**src/rtl/cache_arbiter_if.sv**
```systemverilog
// Cache-line bus joining the I-cache, D-cache, the arbiter and physical memory.
// The slave modport is the arbiter's view; master is the caches/memory side.
interface cache_arbiter_if;
  // Handshake: a cache holds x_read/x_write with a stable address and wdata
  // until x_resp. x_resp is a single-cycle pulse and x_rdata is non-zero only
  // while it is high. pmem_read/pmem_write are held until the one-cycle
  // pmem_resp. The cache must drop its request after seeing x_resp, or it is
  // granted again.
  logic         icache_read;
  logic         icache_write;
  logic [15:0]  icache_address;
  logic [127:0] icache_wdata;
  logic [127:0] icache_rdata;
  logic         icache_resp;

  logic         dcache_read;
  logic         dcache_write;
  logic [15:0]  dcache_address;
  logic [127:0] dcache_wdata;
  logic [127:0] dcache_rdata;
  logic         dcache_resp;

  logic         pmem_read;
  logic         pmem_write;
  logic [15:0]  pmem_address;
  logic [127:0] pmem_wdata;
  logic [127:0] pmem_rdata;
  logic         pmem_resp;

  logic [1:0]   dbg_state;

  modport slave (
    input  icache_read, icache_write, icache_address, icache_wdata,
    output icache_rdata, icache_resp,
    input  dcache_read, dcache_write, dcache_address, dcache_wdata,
    output dcache_rdata, dcache_resp,
    output pmem_read, pmem_write, pmem_address, pmem_wdata,
    input  pmem_rdata, pmem_resp,
    output dbg_state
  );

  modport master (
    output icache_read, icache_write, icache_address, icache_wdata,
    input  icache_rdata, icache_resp,
    output dcache_read, dcache_write, dcache_address, dcache_wdata,
    input  dcache_rdata, dcache_resp,
    input  pmem_read, pmem_write, pmem_address, pmem_wdata,
    output pmem_rdata, pmem_resp,
    input  dbg_state
  );
endinterface

```
**src/rtl/cache_arbiter.sv**
```systemverilog
// Serializes I-cache and D-cache line requests onto one physical-memory port,
// alternating between the caches when both are waiting.
module cache_arbiter (
  input  logic           clk,
  input  logic           reset,
  cache_arbiter_if.slave bus
);

  localparam logic [1:0] IDLE   = 2'd0;
  localparam logic [1:0] BUSY_I = 2'd1;
  localparam logic [1:0] BUSY_D = 2'd2;

  localparam logic PORT_I = 1'b0;
  localparam logic PORT_D = 1'b1;

  logic [1:0]   state_q, state_d;
  logic         last_served_q, last_served_d;
  logic [15:0]  req_addr_q, req_addr_d;
  logic [127:0] req_wdata_q, req_wdata_d;
  logic         req_is_write_q, req_is_write_d;

  logic i_req;
  logic d_req;
  logic grant_d;
  logic busy;
  logic i_done;
  logic d_done;

  always_comb begin
    i_req   = bus.icache_read | bus.icache_write;
    d_req   = bus.dcache_read | bus.dcache_write;
    // A tie goes to whichever port was not served last.
    grant_d = d_req & (~i_req | (last_served_q == PORT_I));
  end

  always_comb begin
    state_d        = state_q;
    last_served_d  = last_served_q;
    req_addr_d     = req_addr_q;
    req_wdata_d    = req_wdata_q;
    req_is_write_d = req_is_write_q;
    case (state_q)
      IDLE: begin
        if (i_req | d_req) begin
          if (grant_d) begin
            state_d        = BUSY_D;
            last_served_d  = PORT_D;
            req_addr_d     = bus.dcache_address;
            req_wdata_d    = bus.dcache_wdata;
            // read+write together is resolved as a write
            req_is_write_d = bus.dcache_write;
          end else begin
            state_d        = BUSY_I;
            last_served_d  = PORT_I;
            req_addr_d     = bus.icache_address;
            req_wdata_d    = bus.icache_wdata;
            req_is_write_d = bus.icache_write;
          end
        end
      end
      BUSY_I, BUSY_D: begin
        if (bus.pmem_resp) begin
          state_d = IDLE;
        end
      end
      default: begin
        state_d = IDLE;
      end
    endcase
  end

  always_ff @(posedge clk) begin
    if (reset) begin
      state_q        <= IDLE;
      last_served_q  <= PORT_I;
      req_addr_q     <= 16'h0000;
      req_wdata_q    <= 128'h0;
      req_is_write_q <= 1'b0;
    end else begin
      state_q        <= state_d;
      last_served_q  <= last_served_d;
      req_addr_q     <= req_addr_d;
      req_wdata_q    <= req_wdata_d;
      req_is_write_q <= req_is_write_d;
    end
  end

  // Completion is combinational from pmem_resp; reset overrides it.
  always_comb begin
    busy   = (state_q == BUSY_I) | (state_q == BUSY_D);
    i_done = (state_q == BUSY_I) & bus.pmem_resp & ~reset;
    d_done = (state_q == BUSY_D) & bus.pmem_resp & ~reset;
  end

  assign bus.pmem_read    = busy & ~req_is_write_q;
  assign bus.pmem_write   = busy &  req_is_write_q;
  assign bus.pmem_address = req_addr_q;
  assign bus.pmem_wdata   = req_wdata_q;

  assign bus.icache_resp  = i_done;
  assign bus.icache_rdata = i_done ? bus.pmem_rdata : 128'h0;
  assign bus.dcache_resp  = d_done;
  assign bus.dcache_rdata = d_done ? bus.pmem_rdata : 128'h0;

  assign bus.dbg_state    = state_q;

  a_strobes_exclusive: assert property (@(posedge clk) disable iff (reset)
    !(bus.pmem_read && bus.pmem_write));

  a_resp_exclusive: assert property (@(posedge clk) disable iff (reset)
    !(bus.icache_resp && bus.dcache_resp));

endmodule

```
**src/flat_wrapper.sv**
```systemverilog
// flat-port wrapper written by rule: the top's interface ports become plain ports
module cache_arbiter_flat 
  (clk, reset, bus_icache_read, bus_icache_write, bus_icache_address, bus_icache_wdata, bus_icache_rdata, bus_icache_resp, bus_dcache_read, bus_dcache_write, bus_dcache_address, bus_dcache_wdata, bus_dcache_rdata, bus_dcache_resp, bus_pmem_read, bus_pmem_write, bus_pmem_address, bus_pmem_wdata, bus_pmem_rdata, bus_pmem_resp, bus_dbg_state);
  cache_arbiter_if bus_i ();
  input  logic clk;
  input  logic reset;
  input wire logic [$bits(bus_i.icache_read)-1:0] bus_icache_read;
  input wire logic [$bits(bus_i.icache_write)-1:0] bus_icache_write;
  input wire logic [$bits(bus_i.icache_address)-1:0] bus_icache_address;
  input wire logic [$bits(bus_i.icache_wdata)-1:0] bus_icache_wdata;
  output wire logic [$bits(bus_i.icache_rdata)-1:0] bus_icache_rdata;
  output wire logic [$bits(bus_i.icache_resp)-1:0] bus_icache_resp;
  input wire logic [$bits(bus_i.dcache_read)-1:0] bus_dcache_read;
  input wire logic [$bits(bus_i.dcache_write)-1:0] bus_dcache_write;
  input wire logic [$bits(bus_i.dcache_address)-1:0] bus_dcache_address;
  input wire logic [$bits(bus_i.dcache_wdata)-1:0] bus_dcache_wdata;
  output wire logic [$bits(bus_i.dcache_rdata)-1:0] bus_dcache_rdata;
  output wire logic [$bits(bus_i.dcache_resp)-1:0] bus_dcache_resp;
  output wire logic [$bits(bus_i.pmem_read)-1:0] bus_pmem_read;
  output wire logic [$bits(bus_i.pmem_write)-1:0] bus_pmem_write;
  output wire logic [$bits(bus_i.pmem_address)-1:0] bus_pmem_address;
  output wire logic [$bits(bus_i.pmem_wdata)-1:0] bus_pmem_wdata;
  input wire logic [$bits(bus_i.pmem_rdata)-1:0] bus_pmem_rdata;
  input wire logic [$bits(bus_i.pmem_resp)-1:0] bus_pmem_resp;
  output wire logic [$bits(bus_i.dbg_state)-1:0] bus_dbg_state;
  assign bus_i.icache_read = bus_icache_read;
  assign bus_i.icache_write = bus_icache_write;
  assign bus_i.icache_address = bus_icache_address;
  assign bus_i.icache_wdata = bus_icache_wdata;
  assign bus_icache_rdata = bus_i.icache_rdata;
  assign bus_icache_resp = bus_i.icache_resp;
  assign bus_i.dcache_read = bus_dcache_read;
  assign bus_i.dcache_write = bus_dcache_write;
  assign bus_i.dcache_address = bus_dcache_address;
  assign bus_i.dcache_wdata = bus_dcache_wdata;
  assign bus_dcache_rdata = bus_i.dcache_rdata;
  assign bus_dcache_resp = bus_i.dcache_resp;
  assign bus_pmem_read = bus_i.pmem_read;
  assign bus_pmem_write = bus_i.pmem_write;
  assign bus_pmem_address = bus_i.pmem_address;
  assign bus_pmem_wdata = bus_i.pmem_wdata;
  assign bus_i.pmem_rdata = bus_pmem_rdata;
  assign bus_i.pmem_resp = bus_pmem_resp;
  assign bus_dbg_state = bus_i.dbg_state;
  cache_arbiter u_core (.clk(clk), .reset(reset), .bus(bus_i));
endmodule
```
**config.mk**
```make
export PLATFORM = sky130hd
export DESIGN_NAME = cache_arbiter_flat
export DESIGN_NICKNAME = d
export VERILOG_FILES = /design/src/rtl/cache_arbiter_if.sv /design/src/rtl/cache_arbiter.sv /design/src/flat_wrapper.sv
export SDC_FILE = /design/constraint.sdc
export NUM_CORES = 1
export LEC_CHECK = 0
export ABC_AREA = 1
export CAP_MARGIN = 0
export CORE_AREA = 2 2 319 321
export CTS_CLUSTER_DIAMETER = 50
export DETAILED_ROUTE_END_ITERATION = 7
export DIE_AREA = 0 0 321 323
export GPL_TIMING_DRIVEN = 0
export PLACE_DENSITY = 0.31
export SLEW_MARGIN = 20
export SYNTH_ARGS = -nofsm -noshare
export SYNTH_HDL_FRONTEND = slang
export SYNTH_SLANG_ARGS = --single-unit
export TNS_END_PERCENT = 20
```
**constraint.sdc**
```tcl
create_clock -name clk -period 1.4 [get_ports clk]
set_clock_uncertainty 0.1 [all_clocks]
set_input_delay 0.14 -clock clk [delete_from_list [all_inputs] [get_ports clk]]
set_output_delay 0.14 -clock clk [all_outputs]
set_load 0.02 [all_outputs]
```
==> flow_metrics.tcl <==
set metrics [dict create \
    cts_tree "yes" \
    overflow 0 \
    max_freq_mhz 436 \
    grt_busiest_layer "met2" \
    holdBufCountCts 0 \
    swShare_pct 44.8 \
    crit_family "buffers and inverters" \
    start_util_pct 9.30 \
    hpwl_um 72500 \
    final_nets 2992 \
    drtIter0Drc 484 \
    cp-start-kind "flip-flop" \
    gp_congestion 0.885 \
    use_met1_pct 14.3 \
    port_buffers 828 \
    cts_sinks 148 \
    yosys_warnings 0 \
    htree_levels 4 \
    required_ns 1.16 \
    peakVddDrop_uv 899 \
    grt_pass1_vias 14200 \
    fin_tns_setup_ns -337.98 \
    crit_type "flip-flop to output pin" \
    finalSetupViolCount 554 \
    pwr-share-clk_pct 19.8 \
    antenna_found_initial 49 \
    routed_wirelength_um 83500 \
    n_fill_cell 11400 \
    crit_slowest_cell "dfxtp_4" \
    maxCapViolCount 0 \
    cts_root_buf "clkbuf_16" \
    via_count 13800 \
    combPwrFrac_pct 55.8 \
    syn_inst 1707 \
    internal_power_mw 13.7 \
    hold_viol 0 \
    violations "setup timing" \
    wire_per_inst_um 21.4 \
    cp-end-kind "output pin" \
    final_antenna_net_count 0 \
    path_max_fanout 10 \
    worstMarginPinSlew_ns 1.18 \
    finalPower_mw 24.8 \
    netlist_area_mm2 0.00937 \
    numCtsBuffers 17 \
    avgSynthCellArea_um2 5.49 \
    instances_no_fill 3906 \
    min_path_type "input port to flip-flop" \
    clk_pin_slew_ns 0.08 \
    firstDrtPassIters 5 \
    area_growth_pct 123 \
    rows 117 \
    grt_use_total_pct 15.5 \
    cp_slowest_stage_delay_ns 0.36 \
    ioPinCount 829 \
    final_cell_mix "568 x clkdlybuf4s50_1, 317 x nor2_1, 300 x nand2_1" \
    routed_via_density 3.53 \
    synth_top_area_share_pct 31.6 \
    p_per_area_mw_per_mm2 1190 \
    finalCriticalPeriod_ns 2.29 \
    rsz0062_at_grt "yes" \
    core-area_mm2 0.101 \
    p_seq_share_pct 24.4 \
    die_h_um 323 \
    ys_seq_area_share_pct 31.6 \
    synth_top_area_cell "dfxtp_1" \
    synth_cell_types 16 \
    syn-num-nets 2133 \
    dieArea_mm2 0.104 \
    drc 0 \
    final_layout_size_suffix_gt1_share_pct 23.9 \
    final_max_slew_viol_count 0 \
    clockBufferDepth 2 \
    status "finished with violations" \
    critPathArrivalTime_ns 2.05 \
    postSynthRegisterBits 148 \
    timing.slew.headroom_pct 21.7 \
    clkLatencyLatePin_ns 0.48 \
    switchingPower_mw 11.1 \
    die_x_um 321 \
    worstPathCellList "inv_4, ha_4, nand3_4, clkbuf_16, buf_4, nor2_2, dlygate4sd2_1" \
    grtUsageMet2_pct 29.8 \
    grt_max_degree 17 \
    crit_buf_inv 4 \
    power_leakage_nw 10.1 \
    worst_slack_ns -0.894 \
    synth_area_leaders "dfxtp_1 32%, nor2_1 22%, nand3_1 16%, nand2_1 12%, inv_1 11%" \
    fin_crit_sh_pct 164 \
    layout_commonest_cell "clkdlybuf4s50_1" \
    use_met3_pct 6.61 \
    grt_first_pass_wirelength_um 110000 \
    placedCellCount 3844 \
]
[Yosys cell counts, drive strengths merged]
cell    number
or2          1
o21ai        1
ha           3
buf         95
a21oi        5
nand2      301
nor2       547
inv        283
clkbuf      29
nand3      294
dfxtp      148
[through the flow]
stage / instance area, µm² / setup WS [ns] / hold WS, ns / utilization, %
6_report: 20900 / -0.894 / 0.190 / 20.8
5_1_grt: 20900 / -1.00 / 0.178 / 20.8
4_1_cts: 21200 / -1.04 / 0.131 / 21.1
3_5_place_dp: 20500 / -1.65 / 0.358 / 20.4
3_3_place_gp: 20500 / -1.63 / 0.345 / 20.4
2_1_floorplan: 10600 / -0.0940 / 0.204 / -
[registers in the layout (all words and copies together) (netlist names)]
signal and count:
u_core.bus.pmem_wdata 128, u_core.bus.pmem_address 16, u_core.bus.dbg_state 2, u_core.last_served_q 1
u_core.req_is_write_q 1
[worst min-delay path: stages]
cell             delay [ns]
clkdlybuf4s50_1        0.39
nand2_1                0.06
nand3_1                0.06
nand2_1                0.06
inv_1                  0.03
[path summary, 6_finish.rpt]
kind,slack [ns],depth (start not counted),start,endpoint
worst min-delay path,0.19,5,bus_icache_wdata[121],u_core.bus.pmem_wdata[121]
worst min register to register,0.37,2,u_core.last_served_q,u_core.last_served_q
worst max-delay path,-0.89,7,u_core.bus.dbg_state[1],bus_icache_rdata[86]
worst max register to register,-0.71,10,u_core.bus.dbg_state[1],u_core.bus.pmem_wdata[4]
[power groups by stage]
stage	Sequential, mW	Combinational [mW]	Clock [mW]
floorplan	7.47	5.66	0
global placement	6.11	14.2	0
detailed placement	6.15	14.1	0
CTS	6.08	14.3	5.23
global route	6.21	15.2	5.35
finish	6.06	13.9	4.92
[layer usage]
layer,share of wire (%),routed length [µm]
met5,0.29,238
met3,8.9,7450
met4,3.4,2820
met1,34,28200
met2,54,44800
[logic make-up after synthesis]
| family | after synthesis | synth area share, % |
|---|---|---|
| AOI/OAI and AO/OA | 6 | 0.361 |
| DFF | 148 | 31.6 |
| buffers and inverters | 407 | 17.9 |
| and+or+nand+nor | 1143 | 49.8 |
| adders and majority gates | 3 | 0.401 |
[cell type report]
class	count	area (µm²)	area share (%)
repair buffers	840	7750	37.0
multi-input cells	1152	5840	27.9
flip-flops and latches	148	2970	14.2
well taps	1309	1640	7.83
inverters	283	1070	5.10
plain buffers	124	1020	4.89
clock buffers	18	429	2.05
clock inverters	14	164	0.783
diodes	18	45.0	0.215
[repair_timing]
| action | 4_1_cts | 5_1_grt |
|---|---|---|
| setup buffers | 12 | 0 |
| gates cloned | 0 | 0 |
| pin swaps | 3 | 1 |
| gates resized for setup | 749 | 308 |
| setup endpoints to repair | 554 | 554 |
No activity file was read; power rests on OpenSTA's default activity.
